--- src/rtl/window_spill_fill_engine.sv ---
// Window overflow/underflow service engine: spills or fills the 16 local+in
// registers of one window to/from the memory stack, then rotates the WIM.
module window_spill_fill_engine #(
    parameter int NWINDOWS = 4,
    parameter int WINREGS  = 16
) (
    input  logic        Clk,
    input  logic        Clr,
    input  logic        ovfReq,
    input  logic        unfReq,
    input  logic [1:0]  winIdx,
    input  logic [31:0] stackPtr,
    input  logic [31:0] wimIn,
    input  logic [31:0] regRdData,
    input  logic        memAck,
    input  logic [31:0] memRdData,
    output logic        busy,
    output logic        done,
    output logic [1:0]  regWinSel,
    output logic [3:0]  regAddr,
    output logic        regWe,
    output logic [31:0] regWrData,
    output logic        memReq,
    output logic        memWe,
    output logic [31:0] memAddr,
    output logic [31:0] memWrData,
    output logic [31:0] wimOut,
    output logic        wimWe
);

    typedef enum logic [2:0] {
        IDLE,
        SPILL_RD,
        SPILL_WR,
        FILL_RD,
        FILL_WR,
        WIM_UPD,
        DONE
    } state_t;

    state_t      state_q, state_d;
    logic [1:0]  win_q;
    logic [31:0] base_q;
    logic [31:0] wim_q;
    logic [3:0]  cnt_q;
    logic        spill_q;

    logic        last;
    logic [31:0] addr;
    logic [1:0]  nbr;
    logic [31:0] wim_next;

    assign last      = (cnt_q == 4'(WINREGS - 1));
    assign addr      = base_q + {26'd0, cnt_q, 2'b00};
    assign regWinSel = win_q;
    assign regAddr   = cnt_q;

    // The neighbour window becomes the new invalid window: one ahead after a
    // spill, one behind after a fill, wrapping within NWINDOWS.
    always_comb begin
        nbr      = (spill_q ? (win_q + 2'd1) : (win_q - 2'd1)) & 2'(NWINDOWS - 1);
        wim_next = wim_q;
        wim_next[win_q] = 1'b0;
        wim_next[nbr]   = 1'b1;
    end

    // NOTE: every output gets a default before the case so no path can infer a latch.
    always_comb begin
        state_d = state_q;
        busy    = (state_q != IDLE);
        done    = 1'b0;
        regWe   = 1'b0;
        memReq  = 1'b0;
        memWe   = 1'b0;
        memAddr = 32'd0;
        wimOut  = 32'd0;
        wimWe   = 1'b0;
        case (state_q)
            IDLE: begin
                if (ovfReq)      state_d = SPILL_RD;
                else if (unfReq) state_d = FILL_RD;
            end
            SPILL_RD: state_d = SPILL_WR;
            SPILL_WR: begin
                memReq  = 1'b1;
                memWe   = 1'b1;
                memAddr = addr;
                if (memAck) state_d = last ? WIM_UPD : SPILL_RD;
            end
            FILL_RD: begin
                memReq  = 1'b1;
                memAddr = addr;
                if (memAck) state_d = FILL_WR;
            end
            FILL_WR: begin
                regWe   = 1'b1;
                state_d = last ? WIM_UPD : FILL_RD;
            end
            WIM_UPD: begin
                wimWe   = 1'b1;
                wimOut  = wim_next;
                state_d = DONE;
            end
            DONE: begin
                done    = 1'b1;
                state_d = IDLE;
            end
            default: state_d = IDLE;
        endcase
    end

    // NOTE: non-blocking assignments for all registered state so every flop
    // samples pre-edge values regardless of statement order.
    always_ff @(posedge Clk) begin
        if (!Clr) begin
            state_q   <= IDLE;
            win_q     <= 2'd0;
            base_q    <= 32'd0;
            wim_q     <= 32'd0;
            cnt_q     <= 4'd0;
            spill_q   <= 1'b0;
            memWrData <= 32'd0;
            regWrData <= 32'd0;
        end else begin
            state_q <= state_d;
            case (state_q)
                IDLE: begin
                    if (ovfReq || unfReq) begin
                        win_q   <= winIdx;
                        base_q  <= stackPtr & ~32'h3;
                        wim_q   <= wimIn;
                        cnt_q   <= 4'd0;
                        spill_q <= ovfReq;
                    end
                end
                SPILL_RD: memWrData <= regRdData;
                SPILL_WR: if (memAck && !last) cnt_q <= cnt_q + 4'd1;
                FILL_RD:  if (memAck) regWrData <= memRdData;
                FILL_WR:  if (!last) cnt_q <= cnt_q + 4'd1;
                default: ;
            endcase
        end
    end

endmodule

--- config.mk ---
export PLATFORM = sky130hd
export DESIGN_NAME = window_spill_fill_engine
export DESIGN_NICKNAME = d
export VERILOG_FILES = /design/src/rtl/window_spill_fill_engine.sv
export SDC_FILE = /design/constraint.sdc
export NUM_CORES = 1
export LEC_CHECK = 0
export BUFFER_PORTS_ARGS = -buffer_cell sky130_fd_sc_hd__buf_2
export CAP_MARGIN = 0
export CORE_ASPECT_RATIO = 0.5
export CORE_MARGIN = 2
export CORE_UTILIZATION = 45
export DETAILED_ROUTE_END_ITERATION = 8
export GPL_TIMING_DRIVEN = 0
export PLACE_DENSITY = 0.86
export SYNTH_ARGS = -nofsm -noshare
export SYNTH_HDL_FRONTEND = slang
export SYNTH_SLANG_ARGS = --single-unit
--- constraint.sdc ---
create_clock -name Clk -period 2.38 [get_ports Clk]
set_input_delay 0.238 -clock Clk [delete_from_list [all_inputs] [get_ports Clk]]
set_output_delay 0.238 -clock Clk [all_outputs]
set_load 0.02 [all_outputs]
==> impl_metrics.json, run 1 <==
{
  "cts_tree": "done",
  "numCtsBuffers": 17,
  "initial_core_util": 0.464,
  "first_global_vias": 6388,
  "worst_pin_slew_ns": 0.911,
  "die_area_sq_um": 15100,
  "wire_per_inst_microns": 15.0,
  "power_frac_clock": 0.410,
  "critPathMaxFanout": 6,
  "ir_worst_vdd_uv": 391,
  "yosysUniqueCellTypes": 54,
  "dpl.cell_count": 1263,
  "synthArstFlopShare": 0,
  "syn2layout_area_growth_pct": 41.6,
  "finish.utilization": 0.657,
  "global_route.usage.met1": 0.287,
  "p_sw_mw": 1.82,
  "synth-seq-cells": 136,
  "p_leak_nw": 3.93,
  "relSlewSlack": 0.391,
  "outcome": "complete, but fails checks",
  "cap_viol_max_count": 0,
  "use_met2": 0.483,
  "holdBufCountCts": 0,
  "vias_per_cell": 5.08,
  "synthTopCellsByCount": "nand2_1 (267), dfxtp_1 (136), a21boi_0 (73), a21boi_1 (59), clkbuf_1 (46)",
  "rows": 30,
  "die_x_microns": 172,
  "placed_area_sq_um": 7920,
  "finalMaxSlewViolations": 0,
  "crit_arrival_ns": 2.34,
  "period_share": 1.08,
  "path_clk_slew_ns": 0.06,
  "cts_sinks": 136,
  "p_int_mw": 4.39,
  "hold_path_class": "in -> reg",
  "min_period_ns": 2.58,
  "synth_top_area_share": 0.431,
  "rsz0062_at_grt": "yes",
  "violations": "setup timing",
  "clock_path_buffers": 2,
  "ctsHtreeMaxLevel": 4,
  "yosysSeqAreaShare": 0.431,
  "crit_required_ns": 2.14,
  "grtUsageTotal": 0.254,
  "fillers": 1129,
  "power.density_nw_per_um2": 694,
  "routed_wl_mm": 19.7,
  "use_met3": 0.0497,
  "dr.pass1.iters": 5,
  "yosysTopAreaCell": "dfxtp_1",
  "synth.most_common_cell": "nand2_1",
  "die_h_microns": 87.8,
  "synth_edf_count": 0,
  "fin_cells": 1314,
  "setup_violations": 18,
  "overflow": 0,
  "dpl.hpwl_mm": 14.1,
  "syn_area_per_cell_sq_um": 7.89,
  "combPwrFrac": 0.172,
  "synth_cells": 801,
  "pin_count": 275,
  "crit_type": "reg -> out",
  "end_kind": "output port",
  "fmax_ghz": 0.388,
  "antenna_found_initial": 0,
  "cts_root_buf": "clkbuf_16",
  "yosysWarningCount": 0,
  "synth_area_leaders": "dfxtp_1 (43%), nand2_1 (16%), a21boi_0 (8.7%), a21boi_1 (7.0%), and2_1 (3.6%)",
  "n_antenna_cell": 0,
  "vias": 6676,
  "design.core.area_sq_um": 13600,
  "portBuffers": 269,
  "netlist_area_sq_um": 6320,
  "drtAntennaViolNets": 0,
  "swShare": 0.293,
  "final_design_area_no_fill_sq_um": 8950,
  "insertion_delay_ns": 0.41,
  "grt_max_degree": 17,
  "routabilityCongestion": 0.844,
  "grt-busiest-layer": "met2",
  "drt-initial-drc-count": 358,
  "setup_ws_ns": -0.195,
  "drc": 0,
  "seq_power_share": 0.418,
  "grt_first_pass_wirelength_mm": 30.5,
  "synth-main-ff-cell": "dfxtp_1",
  "final_net_count": 1252,
  "worstSetupStartpointType": "flop",
  "drive_above_1_share": 0.348,
  "final-hold-violation-count": 0,
  "place_ws_ns": -0.148,
  "clock_skew_ns": 0.0113
}
per-stage QoR:
stage                     power, mW  hold slack [ns]  TNS [ns]
after floorplan                3.25            0.373         0
after global placement         3.60            0.438    -0.321
final                          6.21           0.0551     -1.96
after global routing           6.47           0.0442     -3.98
after detailed placement       3.65            0.443    -0.552
after CTS                      6.21           0.0529     -1.77
power groups by stage:
stage / Sequential, mW / Clock, mW / Combinational [mW]
final: 2.59 / 2.55 / 1.07
after global routing: 2.62 / 2.68 / 1.18
after CTS: 2.59 / 2.58 / 1.05
after detailed placement: 2.63 / 0 / 1.01
after global placement: 2.62 / 0 / 0.982
after floorplan: 2.68 / 0 / 0.575
path summary, 6_finish.rpt:
path	to	slack [ns]	start	cells past startpoint
max	memAddr[26]	-0.20	base_q[2]$_SDFFE_PN0P_	9
min	regWrData[27]$_SDFFE_PN0P_	0.06	memRdData[27]	3
max reg2reg	memWrData[15]$_SDFFE_PN0P_	0.27	state_q[1]$_SDFFE_PN0P_	5
min reg2reg	regWrData[31]$_SDFFE_PN0P_	0.45	regWrData[31]$_SDFFE_PN0P_	2
routing by layer:
metal  vias up  wire, microns
li1       3248              -
met4         0            333
met5         -              0
met3        38            967
met2       209          10100
met1      3181           8300
layout by cell type, fill, tap and decap left out, types with 11 or more instances in the layout:
cell / instances
clkbuf_1: 41
nand2_1: 267
a21boi_1: 59
buf_2: 258
dfxtp_1: 118
nor2_1: 33
and2_1: 36
a21boi_0: 72
xnor2_1: 13
xor2_1: 11
buf_4: 35
clkbuf_16: 17
cell families (layout without fill, tap and decap cells):
family                   count (synthesis)  in the layout  synth area share
AO/OA/AOI/OAI                          179            180             0.207
XOR/XNOR                                24             24            0.0332
adder cells (fa/ha/maj)                  6              6            0.0131
buffers and inverters                   67            386            0.0433
flip-flops                             136            136             0.431
multiplexers                             1              1           0.00158
other                                    1              2          0.000593
AND/OR/NAND/NOR                        387            387             0.270
cell type report:
type                       instances  area (sq um)  area share
buffer                            56           240      0.0268
clock buffer                      17           425      0.0475
clock inverter                    13           133      0.0148
inverter                          11          43.8     0.00489
multi-input combinational        600          3540       0.396
sequential                       136          2770       0.309
tap                              192           240      0.0268
timing repair buffer             289          1560       0.174
sequential cells by signal (all words and copies together), names as in the netlist:
signal	count
base_q	30
spill_q	1
regWrData	32
wim_q	32
regAddr	4
state_q	3
memWrData	32
regWinSel	2
timing repair:
item | 4_1_cts | 5_1_grt
setup buffers | 11 | 8
resized for setup | 53 | 46
endpoints found under the setup margin | 57 | 51
pin swaps | 15 | 12
cloned | 1 | 1
worst max-delay path: stages, from the launching register on:
cell	delay, ns
dfxtp_2	0.35
ha_4	0.14
inv_2	0.04
fa_2	0.38
nor2b_4	0.17
o21ai_4	0.13
a2111oi_4	0.31
xnor2_1	0.12
nor2_2	0.15
buf_6	0.14
(Power assumes the default switching activity.)
==> run 2: changes to the inputs <==
Settings changed: CORE_UTILIZATION 45 to 48, PLACE_DENSITY 0.86 to 0.91.
==> impl_metrics.json, run 2 (synthesized netlist as in run 1, its figures left out) <==
{
  "setup_ws_ns": -0.238,
  "drt-initial-drc-count": 416,
  "numCtsBuffers": 17,
  "ff2ff_setup_slack_ns": 0.25,
  "final-hold-violation-count": 0,
  "wire_per_inst_microns": 16.0,
  "n_antenna_cell": 0,
  "clock_skew_ns": 0.0106,
  "first_global_vias": 6515,
  "max_stage_delay_ns": 0.38,
  "setup_violations": 18,
  "crit_type": "reg -> out",
  "routed_wl_mm": 20.7,
  "most-common-layout-cells": "nand2_1 (267), buf_2 (260), dfxtp_1 (118)",
  "ir_worst_vdd_uv": 483,
  "top_regs": "memWrData (32), regWrData (32), wim_q (32)",
  "routabilityCongestion": 0.877,
  "min_from": "stackPtr[11]",
  "vias_per_cell": 5.31,
  "cts_root_buf": "clkbuf_16",
  "total_power_mw": 6.63,
  "crit_required_ns": 2.14,
  "period_share": 1.10,
  "worstSetupStartpointType": "flop",
  "fmax_ghz": 0.382,
  "cap_viol_max_count": 0,
  "crit_arrival_ns": 2.38,
  "critPathMaxFanout": 7,
  "antenna_found_initial": 0,
  "final_net_count": 1255,
  "overflow": 0,
  "critical_path.n_buffers_inverters": 2,
  "rr_startpoint": "state_q[1]$_SDFFE_PN0P_",
  "relSlewSlack": 0.427,
  "grt_first_pass_wirelength_mm": 31.2,
  "rsz0062_at_grt": "yes",
  "path_clk_slew_ns": 0.06,
  "pin_count": 275,
  "fillers": 974,
  "grt_max_degree": 17,
  "drtAntennaViolNets": 0,
  "violations": "setup timing",
  "p_leak_nw": 4.01,
  "cp_top_family": "adder cells",
  "worst_pin_slew_ns": 0.857,
  "finish.utilization": 0.711,
  "outcome": "complete, but fails checks",
  "die_h_microns": 85.2,
  "hold_path_class": "in -> reg",
  "drive_above_1_share": 0.351,
  "crit_start": "regAddr[0]$_SDFFE_PN0P_",
  "min_period_ns": 2.62,
  "die_area_sq_um": 14200,
  "die_x_microns": 166,
  "rows": 29,
  "dpl.hpwl_mm": 14.1,
  "drc": 0,
  "finalMaxSlewViolations": 0,
  "final_common_cell": "nand2_1",
  "clock_path_buffers": 2,
  "portBuffers": 269,
  "syn2layout_area_growth_pct": 43.7,
  "vias": 6892,
  "end_kind": "output port",
  "crit_slowest_cell": "a211oi_1",
  "setup_tns_ns": -2.30,
  "cts_sinks": 136,
  "holdBufCountCts": 0,
  "path_cells": "ha_4 -> inv_2 -> fa_2 -> nor2b_4 -> o21ai_4 -> a211oi_1 -> xnor2_1 -> nor2_1 -> buf_2",
  "initial_core_util": 0.495,
  "insertion_delay_ns": 0.41,
  "design.core.area_sq_um": 12800,
  "power.density_nw_per_um2": 729,
  "dr.pass1.iters": 5,
  "cts_tree": "done",
  "hold_ws_ns": 0.0601,
  "grtUsageTotal": 0.269,
  "ctsHtreeMaxLevel": 4
}
-- run 2: changes by cell type in the layout (fill, tap and decap cells not counted), moves of 3 or more --
cell and delta:
buf_6 +3, a211oi_1 +3, clkinv_2 -4, clkinv_4 +3, bufinv_16 +3, a211oi_2 -4
-- run 2: tightest hold or removal path, cell delays in order --
cell and delay, ns:
buf_2 0.10, nand2_1 0.05, a21boi_1 0.04
-- run 2: path summary, 6_finish.rpt --
kind,to,cells past startpoint
max,memAddr[12],9
min,base_q[11]$_SDFFE_PN0P_,3
max reg2reg,base_q[23]$_SDFFE_PN0P_,7
min reg2reg,regWrData[10]$_SDFFE_PN0P_,2
-- run 2: cell type report --
class | count | area [sq um] | share of cell area
multi-input cells | 600 | 3570 | 0.393
flip-flops and latches | 136 | 2770 | 0.305
repair buffers | 292 | 1590 | 0.175
clock buffers | 18 | 429 | 0.0472
plain buffers | 56 | 244 | 0.0269
clock inverters | 14 | 223 | 0.0245
well taps | 170 | 213 | 0.0234
inverters | 11 | 43.8 | 0.00482
-- run 2: where the power goes --
group	leakage (nW)	internal, mW	switching, mW
registers	1.12	2.45	0.139
clock network	0.311	1.87	1.06
logic	2.58	0.420	0.679
total	4.01	4.75	1.88
-- run 2: timing repair --
action,4_1_cts,5_1_grt
gates cloned,1,0
gates resized for setup,49,66
pin swaps,14,20
setup endpoints to repair,49,59
endpoints found under the hold margin,0,0
setup buffers,12,12
-- run 2: through the flow --
step / setup slack, ns / std cells / area [sq um]
floorplan: 0.0457 / 802 / 6330
global placement: -0.163 / 1241 / 7890
detailed placement: -0.189 / 1241 / 7890
CTS: -0.194 / 1286 / 8800
global route: -0.308 / 1297 / 9090
finish: -0.238 / 1297 / 9090
-- run 2: per-layer routing --
| layer | wire length [microns] | global-route usage |
|---|---|---|
| met2 | 10500 | 0.488 |
| met5 | 0 | 0 |
| met1 | 8290 | 0.317 |
| met4 | 689 | 0.116 |
| met3 | 1250 | 0.0508 |
